## src/rtl/spi_frame_decoder_if.sv

```systemverilog
// ---------------------------------------------------------------------------
// spi_frame_decoder_if
// Bundles the SPI byte-core side and the register-access side of the frame
// decoder into one interface.
//   master : decoder view (drives spi_din and the register bus, samples
//            spi_dout / spi_data_valid / reg_rdata)
//   slave  : environment view (SPI byte core plus register file)
// Signals:
//   spi_dout        received byte from the SPI core
//   spi_data_valid  byte-done flag from the SPI core (asynchronous to clk)
//   spi_din         byte handed back to the SPI core for MISO
//   reg_addr        register address
//   reg_wdata       register write data {HI,LO}
//   reg_wr_en       one-cycle write strobe
//   reg_rd_en       one-cycle read strobe
//   reg_rdata       read data, valid one clk after reg_rd_en
//   frame_err       one-cycle pulse when a frame is aborted by timeout
// ---------------------------------------------------------------------------
interface spi_frame_decoder_if #(
    parameter int DATA_WIDTH = 8,
    parameter int ADDR_WIDTH = 7
);
    logic [DATA_WIDTH-1:0]   spi_dout;
    logic                    spi_data_valid;
    logic [DATA_WIDTH-1:0]   spi_din;
    logic [ADDR_WIDTH-1:0]   reg_addr;
    logic [2*DATA_WIDTH-1:0] reg_wdata;
    logic                    reg_wr_en;
    logic                    reg_rd_en;
    logic [2*DATA_WIDTH-1:0] reg_rdata;
    logic                    frame_err;

    modport master (
        input  spi_dout, spi_data_valid, reg_rdata,
        output spi_din, reg_addr, reg_wdata, reg_wr_en, reg_rd_en, frame_err
    );

    modport slave (
        output spi_dout, spi_data_valid, reg_rdata,
        input  spi_din, reg_addr, reg_wdata, reg_wr_en, reg_rd_en, frame_err
    );
endinterface

```

## src/rtl/spi_frame_decoder.sv

```systemverilog
// ---------------------------------------------------------------------------
// spi_frame_decoder
// Resynchronises the SPI byte core's data_valid into clk, assembles bytes into
// register-access frames and issues one-cycle register write/read strobes.
//   WRITE frame: CMD,HI,LO        READ frame: CMD,PAD,X,X (MISO: HI, LO, 0)
//   CMD[DATA_WIDTH-1] = 1 for write, CMD[ADDR_WIDTH-1:0] = register address.
// Ports:
//   clk  system clock
//   rst  synchronous reset, active-high
//   bus  spi_frame_decoder_if.master (SPI core + register bus signals)
// ---------------------------------------------------------------------------
module spi_frame_decoder #(
    parameter int DATA_WIDTH     = 8,
    parameter int ADDR_WIDTH     = 7,
    parameter int TIMEOUT_CYCLES = 50000
) (
    input  logic                clk,
    input  logic                rst,
    spi_frame_decoder_if.master bus
);
    localparam int CW = (TIMEOUT_CYCLES > 2) ? $clog2(TIMEOUT_CYCLES) : 2;

    typedef enum logic [2:0] {
        S_IDLE   = 3'd0,
        S_RD_CAP = 3'd1,
        S_WR_HI  = 3'd2,
        S_WR_LO  = 3'd3,
        S_RD_B1  = 3'd4,
        S_RD_B2  = 3'd5,
        S_RD_B3  = 3'd6
    } state_t;

    state_t                  state_r, state_s;
    logic                    sync1_r, sync2_r, sync3_r;
    logic                    byte_stb_r;
    logic [DATA_WIDTH-1:0]   byte_q_r;
    logic [CW-1:0]           cnt_r;
    logic                    timeout_s;

    logic [DATA_WIDTH-1:0]   hi_r, hi_s;
    logic [DATA_WIDTH-1:0]   rd_buf_lo_r, rd_buf_lo_s;
    logic [DATA_WIDTH-1:0]   din_r, din_s;
    logic [ADDR_WIDTH-1:0]   addr_r, addr_s;
    logic [2*DATA_WIDTH-1:0] wdata_r, wdata_s;
    logic                    wr_en_r, wr_en_s;
    logic                    rd_en_r, rd_en_s;
    logic                    err_r, err_s;

    // Terminal count; a byte strobe on the same cycle takes priority.
    assign timeout_s = (state_r != S_IDLE) && !byte_stb_r &&
                       (cnt_r == CW'(TIMEOUT_CYCLES - 1));

    // Two-flop synchroniser, edge-detect flop, registered byte strobe and byte capture.
    always_ff @(posedge clk) begin
        if (rst) begin
            sync1_r    <= 1'b0;
            sync2_r    <= 1'b0;
            sync3_r    <= 1'b0;
            byte_stb_r <= 1'b0;
            byte_q_r   <= '0;
        end else begin
            sync1_r    <= bus.spi_data_valid;
            sync2_r    <= sync1_r;
            sync3_r    <= sync2_r;
            byte_stb_r <= sync2_r & ~sync3_r;
            // spi_dout is held by the core long after data_valid, so it is
            // stable by the time the synchronised edge arrives.
            if (sync2_r & ~sync3_r) begin
                byte_q_r <= bus.spi_dout;
            end else begin
                byte_q_r <= byte_q_r;
            end
        end
    end

    // In-frame idle counter: restarts on every byte, parked while idle.
    always_ff @(posedge clk) begin
        if (rst) begin
            cnt_r <= '0;
        end else if ((state_r == S_IDLE) || byte_stb_r || timeout_s) begin
            cnt_r <= '0;
        end else begin
            cnt_r <= cnt_r + CW'(1);
        end
    end

    // FSM state register.
    always_ff @(posedge clk) begin
        if (rst) begin
            state_r <= S_IDLE;
        end else begin
            state_r <= state_s;
        end
    end

    // FSM next-state logic.
    always_comb begin
        state_s = state_r;
        if (timeout_s) begin
            state_s = S_IDLE;
        end else begin
            case (state_r)
                S_IDLE: begin
                    if (byte_stb_r) begin
                        state_s = byte_q_r[DATA_WIDTH-1] ? S_WR_HI : S_RD_CAP;
                    end else begin
                        state_s = S_IDLE;
                    end
                end
                // First RD_CAP cycle carries reg_rd_en; data is sampled on the second.
                S_RD_CAP: state_s = rd_en_r ? S_RD_CAP : S_RD_B1;
                S_WR_HI:  state_s = byte_stb_r ? S_WR_LO : S_WR_HI;
                S_WR_LO:  state_s = byte_stb_r ? S_IDLE  : S_WR_LO;
                S_RD_B1:  state_s = byte_stb_r ? S_RD_B2 : S_RD_B1;
                S_RD_B2:  state_s = byte_stb_r ? S_RD_B3 : S_RD_B2;
                S_RD_B3:  state_s = byte_stb_r ? S_IDLE  : S_RD_B3;
                default:  state_s = S_IDLE;
            endcase
        end
    end

    // FSM output logic: next values of the registered outputs and frame buffers.
    always_comb begin
        hi_s        = hi_r;
        rd_buf_lo_s = rd_buf_lo_r;
        din_s       = din_r;
        addr_s      = addr_r;
        wdata_s     = wdata_r;
        wr_en_s     = 1'b0;
        rd_en_s     = 1'b0;
        err_s       = 1'b0;
        if (timeout_s) begin
            err_s = 1'b1;
            din_s = '0;
        end else begin
            case (state_r)
                S_IDLE: begin
                    if (byte_stb_r) begin
                        addr_s  = byte_q_r[ADDR_WIDTH-1:0];
                        rd_en_s = ~byte_q_r[DATA_WIDTH-1];
                    end else begin
                        addr_s  = addr_r;
                    end
                end
                S_RD_CAP: begin
                    // Any strobe landing here is dropped.
                    if (!rd_en_r) begin
                        rd_buf_lo_s = bus.reg_rdata[DATA_WIDTH-1:0];
                        din_s       = bus.reg_rdata[2*DATA_WIDTH-1:DATA_WIDTH];
                    end else begin
                        din_s       = din_r;
                    end
                end
                S_WR_HI: begin
                    if (byte_stb_r) begin
                        hi_s = byte_q_r;
                    end else begin
                        hi_s = hi_r;
                    end
                end
                S_WR_LO: begin
                    if (byte_stb_r) begin
                        wdata_s = {hi_r, byte_q_r};
                        wr_en_s = 1'b1;
                    end else begin
                        wr_en_s = 1'b0;
                    end
                end
                S_RD_B1: begin
                    if (byte_stb_r) begin
                        din_s = rd_buf_lo_r;
                    end else begin
                        din_s = din_r;
                    end
                end
                S_RD_B2: begin
                    if (byte_stb_r) begin
                        din_s = '0;
                    end else begin
                        din_s = din_r;
                    end
                end
                default: begin
                    din_s = din_r;
                end
            endcase
        end
    end

    // Output and frame-buffer registers.
    always_ff @(posedge clk) begin
        if (rst) begin
            hi_r        <= '0;
            rd_buf_lo_r <= '0;
            din_r       <= '0;
            addr_r      <= '0;
            wdata_r     <= '0;
            wr_en_r     <= 1'b0;
            rd_en_r     <= 1'b0;
            err_r       <= 1'b0;
        end else begin
            hi_r        <= hi_s;
            rd_buf_lo_r <= rd_buf_lo_s;
            din_r       <= din_s;
            addr_r      <= addr_s;
            wdata_r     <= wdata_s;
            wr_en_r     <= wr_en_s;
            rd_en_r     <= rd_en_s;
            err_r       <= err_s;
        end
    end

    assign bus.spi_din   = din_r;
    assign bus.reg_addr  = addr_r;
    assign bus.reg_wdata = wdata_r;
    assign bus.reg_wr_en = wr_en_r;
    assign bus.reg_rd_en = rd_en_r;
    assign bus.frame_err = err_r;
endmodule
```

## src/flat_wrapper.sv

```systemverilog
// flat-port wrapper written by rule: the top's interface ports become plain ports
module spi_frame_decoder_flat 
#(
    parameter int DATA_WIDTH     = 8,
    parameter int ADDR_WIDTH     = 7,
    parameter int TIMEOUT_CYCLES = 50000
)
  (clk, rst, bus_spi_dout, bus_spi_data_valid, bus_reg_rdata, bus_spi_din, bus_reg_addr, bus_reg_wdata, bus_reg_wr_en, bus_reg_rd_en, bus_frame_err);
  spi_frame_decoder_if #(.DATA_WIDTH(DATA_WIDTH), .ADDR_WIDTH(ADDR_WIDTH)) bus_i ();
  input  logic clk;
  input  logic rst;
  input wire logic [$bits(bus_i.spi_dout)-1:0] bus_spi_dout;
  input wire logic [$bits(bus_i.spi_data_valid)-1:0] bus_spi_data_valid;
  input wire logic [$bits(bus_i.reg_rdata)-1:0] bus_reg_rdata;
  output wire logic [$bits(bus_i.spi_din)-1:0] bus_spi_din;
  output wire logic [$bits(bus_i.reg_addr)-1:0] bus_reg_addr;
  output wire logic [$bits(bus_i.reg_wdata)-1:0] bus_reg_wdata;
  output wire logic [$bits(bus_i.reg_wr_en)-1:0] bus_reg_wr_en;
  output wire logic [$bits(bus_i.reg_rd_en)-1:0] bus_reg_rd_en;
  output wire logic [$bits(bus_i.frame_err)-1:0] bus_frame_err;
  assign bus_i.spi_dout = bus_spi_dout;
  assign bus_i.spi_data_valid = bus_spi_data_valid;
  assign bus_i.reg_rdata = bus_reg_rdata;
  assign bus_spi_din = bus_i.spi_din;
  assign bus_reg_addr = bus_i.reg_addr;
  assign bus_reg_wdata = bus_i.reg_wdata;
  assign bus_reg_wr_en = bus_i.reg_wr_en;
  assign bus_reg_rd_en = bus_i.reg_rd_en;
  assign bus_frame_err = bus_i.frame_err;
  spi_frame_decoder #(.DATA_WIDTH(DATA_WIDTH), .ADDR_WIDTH(ADDR_WIDTH), .TIMEOUT_CYCLES(TIMEOUT_CYCLES)) u_core (.clk(clk), .rst(rst), .bus(bus_i));
endmodule
```

## config.mk

```make
export PLATFORM = sky130hd
export DESIGN_NAME = spi_frame_decoder_flat
export DESIGN_NICKNAME = d
export VERILOG_FILES = /design/src/rtl/spi_frame_decoder_if.sv /design/src/rtl/spi_frame_decoder.sv /design/src/flat_wrapper.sv
export SDC_FILE = /design/constraint.sdc
export NUM_CORES = 1
export LEC_CHECK = 0
export ABC_AREA = 1
export BUFFER_PORTS_ARGS = -buffer_cell sky130_fd_sc_hd__buf_2
export CAP_MARGIN = 10
export CORE_MARGIN = 4
export CORE_UTILIZATION = 35
export CTS_CLUSTER_SIZE = 8
export DETAILED_ROUTE_END_ITERATION = 8
export GPL_ROUTABILITY_DRIVEN = 0
export GPL_TIMING_DRIVEN = 0
export SLEW_MARGIN = 40
export SYNTH_ARGS = -nofsm -noshare
export SYNTH_HDL_FRONTEND = slang
export SYNTH_SLANG_ARGS = --single-unit
```

## constraint.sdc

```tcl
create_clock -name clk -period 1.9 [get_ports clk]
set_input_delay 0.38 -clock clk [delete_from_list [all_inputs] [get_ports clk]]
set_output_delay 0.38 -clock clk [all_outputs]
set_load 0.03 [all_outputs]
```

==> results of run 1 <==
## worst max-delay path by stage
stage                                  endpoint  slack, ns  cells after the start
after floorplan           u_core.rd_buf_lo_r[0]       0.54                      7
after global placement        u_core.state_r[1]       0.36                      7
after detailed placement   u_core.bus.reg_wr_en       0.33                      7
after CTS                  u_core.bus.reg_wr_en       0.32                      7
after global routing          u_core.state_r[0]       0.18                      7
final                      u_core.bus.reg_wr_en       0.33                      7
## metal layers
| layer | track usage, % | vias up |
|---|---|---|
| met5 | 0 | - |
| met4 | 2.78 | 0 |
| met3 | 4.13 | 5 |
| met2 | 22.9 | 79 |
| met1 | 18.9 | 1386 |
| li1 | - | 1623 |
## cells in the final DEF, fill, tap and decap left out, drive strengths merged, types with 3 or more instances in the layout
cell type and instances:
nor3 6, xnor2 3, nand2 100, clkbuf 14, clkinv 3, buf 70, o21ai 27, nand3 43
a21oi 52, dfxtp 81, clkinvlp 3, nor2 75, nand4 5, inv 47
## flip-flops by register name (all words and copies together) (netlist names)
register,cells
u_core.bus.reg_wr_en,1
u_core.bus.spi_din,8
u_core.rd_buf_lo_r,8
u_core.bus.reg_wdata,16
u_core.sync3_r,1
u_core.hi_r,8
u_core.bus.reg_addr,7
u_core.cnt_r,16
u_core.byte_stb_r,1
u_core.state_r,3
u_core.sync2_r,1
u_core.bus.frame_err,1
u_core.bus.reg_rd_en,1
u_core.byte_q_r,8
u_core.sync1_r,1
## worst max-delay path: stages, from the launching register on
cell	delay, ns
dfxtp_1	0.36
ha_1	0.21
nand3_2	0.18
nor2_2	0.19
nand3_4	0.13
nand2_1	0.14
buf_4	0.19
nor2_1	0.05
## area by class of cell
class / count / area, um2 / share of cell area (%)
plain buffers: 15 / 91.3 / 2.28
multi-input cells: 318 / 1480 / 37.0
repair buffers: 60 / 300 / 7.49
clock inverters: 7 / 53.8 / 1.34
flip-flops and latches: 81 / 1620 / 40.5
well taps: 129 / 161 / 4.03
inverters: 46 / 173 / 4.31
clock buffers: 9 / 124 / 3.09
## logic make-up after synthesis
| family | Yosys count |
|---|---|
| AO/OA/AOI/OAI | 81 |
| XOR/XNOR | 5 |
| adder cells (fa/ha/maj) | 1 |
| buffers and inverters | 61 |
| flip-flops | 81 |
| AND/OR/NAND/NOR | 231 |
## power by group through the flow
stage / clock network (mW) / logic, mW / registers, mW
finish: 1.13 / 0.184 / 1.74
global route: 1.26 / 0.209 / 1.75
CTS: 1.18 / 0.185 / 1.74
detailed placement: 0 / 0.184 / 1.78
global placement: 0 / 0.182 / 1.78
floorplan: 0 / 0.0985 / 1.80
==> results_dict.tcl, run 1 <==
set metrics [dict create \
    setup_ws_ns 0.333 \
    cp_max_fo 10 \
    final_core_util_pct 43.2 \
    synth_top_area_share_pct 48.1 \
    reg2regPathDepth 7 \
    hp-class "in2reg" \
    final_max_slew_viol_count 0 \
    cp_data_arrival_time_ns 1.81 \
    synth-seq-cells 81 \
    synthTopCellsByArea "dfxtp_1 (48%), nand2_1 (11%), nor2_1 (7.8%), a21oi_1 (7.6%), nand3_1 (5.6%)" \
    synthAdderAreaFrac_pct 0.371 \
    synth_common_cells "nand2_1 (95), dfxtp_1 (81), nor2_1 (70)" \
    die_y_um 106 \
    post_cts_buffers 0 \
    start_util_pct 36.3 \
    clock_sinks 81 \
    power_mw 3.06 \
    end_kind "flop" \
    finalHoldViolCount 0 \
    drc_errors 0 \
    top_layer_used "met4" \
    min-delay-start "bus_spi_dout[2]" \
    vias 3093 \
    area_growth_pct 19.0 \
    grt_overflow_total 0 \
    p_clk_share_pct 37.0 \
    instances_no_fill 665 \
    clock-skew-final_ns 0.00840 \
    synth_flop_cell "dfxtp_1" \
    worst_pin_slew_ns 0.464 \
    cp-startpoint "u_core.cnt_r[0]" \
    reg2reg_slack_ns 0.33 \
    io_pins 61 \
    via_per_inst 4.65 \
    dieWidth_um 106 \
    synthMuxAreaShare_pct 0 \
    placedCellCount 649 \
    synthArstFlopShare_pct 0 \
    max_slew_margin_pct 69.0 \
    yosysSeqAreaShare_pct 48.1 \
    fin_tns_setup_ns 0 \
    nNetsFinal 559 \
    hold_depth 3 \
    clockRootBuffer "clkbuf_8" \
    setup_violations 0 \
    rsz0062_at_grt "false" \
    synthSimpleGateAreaFrac_pct 30.1 \
    worstSetupPathType "reg2reg" \
    fmax_mhz 638 \
    synth_cell_types 29 \
    wire_per_inst_um 11.4 \
    cts_hold_buf 0 \
    synth_area_per_cell_um2 7.32 \
    antenna_cells 0 \
    comb_power_share_pct 6.0 \
    firstDrtPassIters 4 \
    ys_warn_count 0 \
    min_to "u_core.byte_q_r[2]" \
    fp-row-count 35 \
    yosys.area.top_type "dfxtp_1" \
    wl_met1_um 3770 \
    io_buffers 60 \
    grtUsageTotal_pct 14.2 \
    required_ns 2.14 \
    status "finished clean" \
    wl_met3_um 407 \
    coreArea_um2 9280 \
    grt_start_max_net_pins 16 \
    clk_path_buf_depth 2 \
    dp_hpwl_um 5760 \
    drtAntennaViolNets 0 \
    n_fill_cell 975 \
    seqPwrFrac_pct 57.0 \
    hold_slack_ns 0.253 \
    irDropWorstVdd_v 0.000476 \
    p_sw_share_pct 25.7 \
    drt-initial-drc-count 95 \
    synth_edf_count 0 \
    cp-start-kind "flop" \
    synth.most_common_cell "nand2_1" \
    drive_above_1_share_pct 20.3 \
    drv_cap 0 \
    syn_nets 488 \
    fin_area_um2 4010 \
    met2_length_um 3380 \
    synth_compound_area_share_pct 12.2 \
    pre_cts_ws_ns 0.329 \
    p_leak_nw 1.64 \
    finalCritPeriodShare_pct 82.5 \
    tritoncts "done" \
    die_area_um2 11300 \
    synthCells 460 \
    internal-power_mw 2.27 \
    grt_pass1_wl_um 13300 \
    r2r-start "u_core.cnt_r[0]" \
    clock_tree.htree_level_count 3 \
    cts_resized 0 \
    grt_pass1_vias 2983 \
    reg2reg_to "u_core.bus.reg_wr_en" \
    place_area_um2 3830 \
    synth_top_family_by_area "simple AND/OR/NAND/NOR gates" \
    p_switching_mw 0.787 \
    path_clk_slew_ns 0.08 \
    p_per_area_nw_per_um2 763 \
    routed_wl_um 7610 \
    synth-xor-area-share_pct 1.30 \
    fin_crit_ns 1.57 \
    syn_area_um2 3370 \
    antenna_found_initial 0 \
    clk_latency_ns 0.35 \
    numCtsBuffers 9 \
]
Note: power is estimated with default switching activity, not from simulation.
==> run 2, diff against run 1 <==
- ABC_AREA: 1 -> 0
- clock period: 1.9 -> 1.4 ns (I/O delays scaled with it)
==> results_dict.tcl, run 2 <==
set metrics [dict create \
    synth_flop_cell "dfxtp_1" \
    hold_slack_ns 0.136 \
    grtUsageTotal_pct 14.5 \
    synth.most_common_cell "dfxtp_1" \
    crit_chain "or4b_4 -> nor4_4 -> or4_1 -> buf_6 -> buf_12 -> buf_8 -> nor2_1" \
    worst_pin_slew_ns 0.514 \
    setup_ws_ns -0.371 \
    synth_edf_count 0 \
    rsz0062_at_grt "true" \
    seqPwrFrac_pct 53.3 \
    routed_wl_um 7850 \
    synth_area_per_cell_um2 8.90 \
    dp_hpwl_um 5330 \
    hp-class "in2reg" \
    vias 2751 \
    required_ns 1.64 \
    p_per_area_nw_per_um2 1020 \
    grt_start_max_net_pins 17 \
    irDropWorstVdd_v 0.000595 \
    cp-startpoint "u_core.cnt_r[11]" \
    top_layer_used "met4" \
    status "complete, but fails checks" \
    p_clk_share_pct 41.0 \
    synth_top_area_share_pct 49.5 \
    grt_pass1_wl_um 13100 \
    r2r-start "u_core.cnt_r[11]" \
    numCtsBuffers 9 \
    drive_above_1_share_pct 32.0 \
    pre_cts_ws_ns -0.501 \
    synth_cell_types 37 \
    p_sw_share_pct 25.0 \
    clk_path_buf_depth 2 \
    fin_tns_setup_ns -11.73 \
    yosysSeqAreaShare_pct 49.5 \
    synth_common_cells "dfxtp_1 (81), nand2_1 (52), nor2_1 (46)" \
    synthTopCellsByArea "dfxtp_1 (50%), mux2i_1 (7.3%), nand2_1 (6.0%), a21oi_1 (5.5%), nor2_1 (5.3%)" \
    nNetsFinal 479 \
    coreArea_um2 9200 \
    comb_power_share_pct 5.7 \
    path_clk_slew_ns 0.09 \
    finalHoldViolCount 0 \
    drtAntennaViolNets 0 \
    wire_per_inst_um 13.9 \
    wl_met1_um 3730 \
    tritoncts "done" \
    clock_sinks 81 \
    final_max_slew_viol_count 0 \
    final_common_cell "dfxtp_1" \
    n_fill_cell 893 \
    drt-initial-drc-count 85 \
    cp-start-kind "flop" \
    wl_met3_um 459 \
    grt_pass1_vias 2733 \
    clockRootBuffer "clkbuf_8" \
    syn_nets 396 \
    antenna_cells 0 \
    place_area_um2 3770 \
    synth-seq-cells 81 \
    final_core_util_pct 47.0 \
    met2_length_um 3560 \
    worst_path_max_delay_cell "or4b_4" \
    cp_data_arrival_time_ns 2.01 \
    p_switching_mw 1.10 \
    antenna_found_initial 0 \
    worstPathBufferInverterCount 3 \
    cp_top_family "simple AND/OR/NAND/NOR gates" \
    synthCells 368 \
    die_y_um 105 \
    fin_area_um2 4320 \
    cp_max_fo 5 \
    power_mw 4.40 \
    grt_overflow_total 0 \
    final_cell_mix "dfxtp_1 (71), buf_2 (60), nand2_1 (52), nor2_1 (40), a21oi_1 (35)" \
    clk_latency_ns 0.36 \
    yosys.area.top_type "dfxtp_1" \
    die_area_um2 11000 \
    syn_area_um2 3280 \
    io_buffers 60 \
    failed_checks "setup timing" \
    clock_tree.htree_level_count 3 \
    firstDrtPassIters 4 \
    drc_errors 0 \
    synthArstFlopShare_pct 0 \
    ys_warn_count 0 \
    via_per_inst 4.85 \
    placedCellCount 539 \
    drv_cap 0 \
    end_kind "flop" \
    internal-power_mw 3.30 \
    io_pins 61 \
    start_util_pct 35.6 \
    p_leak_nw 1.63 \
    min-delay-start "bus_spi_data_valid" \
    fmax_mhz 565 \
    finalCritPeriodShare_pct 127 \
    fin_crit_ns 1.77 \
    fp-row-count 35 \
    worstSetupPathType "reg2reg" \
    clock-skew-final_ns 0.0121 \
    setup_violations 37 \
    dieWidth_um 105 \
    area_growth_pct 31.9 \
    cp_slowest_stage_delay_ns 0.54 \
    max_slew_margin_pct 65.7 \
    cts_hold_buf 0 \
    instances_no_fill 567 \
]
run 2: cell types whose count changed in the layout (fill, tap and decap cells not counted), moves of 8 or more:
cell	previous run	this run
a21oi_1	51	35
dfxtp_1	81	71
dfxtp_2	0	9
inv_1	40	1
mux2i_1	0	23
nand2_1	95	52
nand2b_1	0	18
nand3_1	38	5
nor2_1	70	40
nor3b_1	1	9
o21ai_0	27	2
xor2_1	2	12
run 2: area by class of cell:
cell class              instances  area, um2  share of cell area [%]
multi-input cells             261       1700                    39.4
flip-flops and latches         81       1640                    37.9
repair buffers                 76        477                    11.0
plain buffers                  21        150                    3.48
well taps                     111        139                    3.21
clock buffers                   9        124                    2.87
clock inverters                 7       86.3                    2.00
inverters                       1       3.75                  0.0869
run 2: power groups by stage:
stage	Sequential, mW	Combinational (mW)	Clock (mW)
2_1_floorplan	2.41	0.120	0
3_3_place_gp	2.40	0.210	0
3_5_place_dp	2.40	0.213	0
4_1_cts	2.34	0.243	1.85
5_1_grt	2.35	0.278	1.96
6_report	2.34	0.252	1.80
run 2: metal layers:
layer  global-route usage, %  up-vias
met4                    3.84        0
met2                    22.6       58
li1                        -     1415
met1                    19.0     1269
met3                    5.13        9
met5                       0        -
run 2: what timing repair did:
| action | in CTS | in global routing |
|---|---|---|
| setup buffers | 10 | 4 |
| resized for setup | 42 | 19 |
| endpoints found under the hold margin | 0 | 0 |
| pin swaps | 8 | 4 |
| endpoints found under the setup margin | 69 | 63 |
| gates cloned | 2 | 0 |
run 2: final timing paths:
check | endpoint | slack [ns] | cells past startpoint
worst max register to register | u_core.cnt_r[2] | -0.37 | 7
worst min register to register | u_core.byte_stb_r | 0.43 | 1
worst max-delay path | u_core.cnt_r[2] | -0.37 | 7
worst min-delay path | u_core.sync1_r | 0.14 | 2
run 2: kinds of logic after synthesis:
kind of cell             count (synthesis)  synth area share, %
XOR/XNOR                                15                 4.01
AO/OA/AOI/OAI                           52                 9.17
adder cells (fa/ha/maj)                  1                0.382
buffers and inverters                   26                 3.63
multiplexers                            24                 7.33
flip-flops                              81                 49.5
AND/OR/NAND/NOR                        169                 26.0
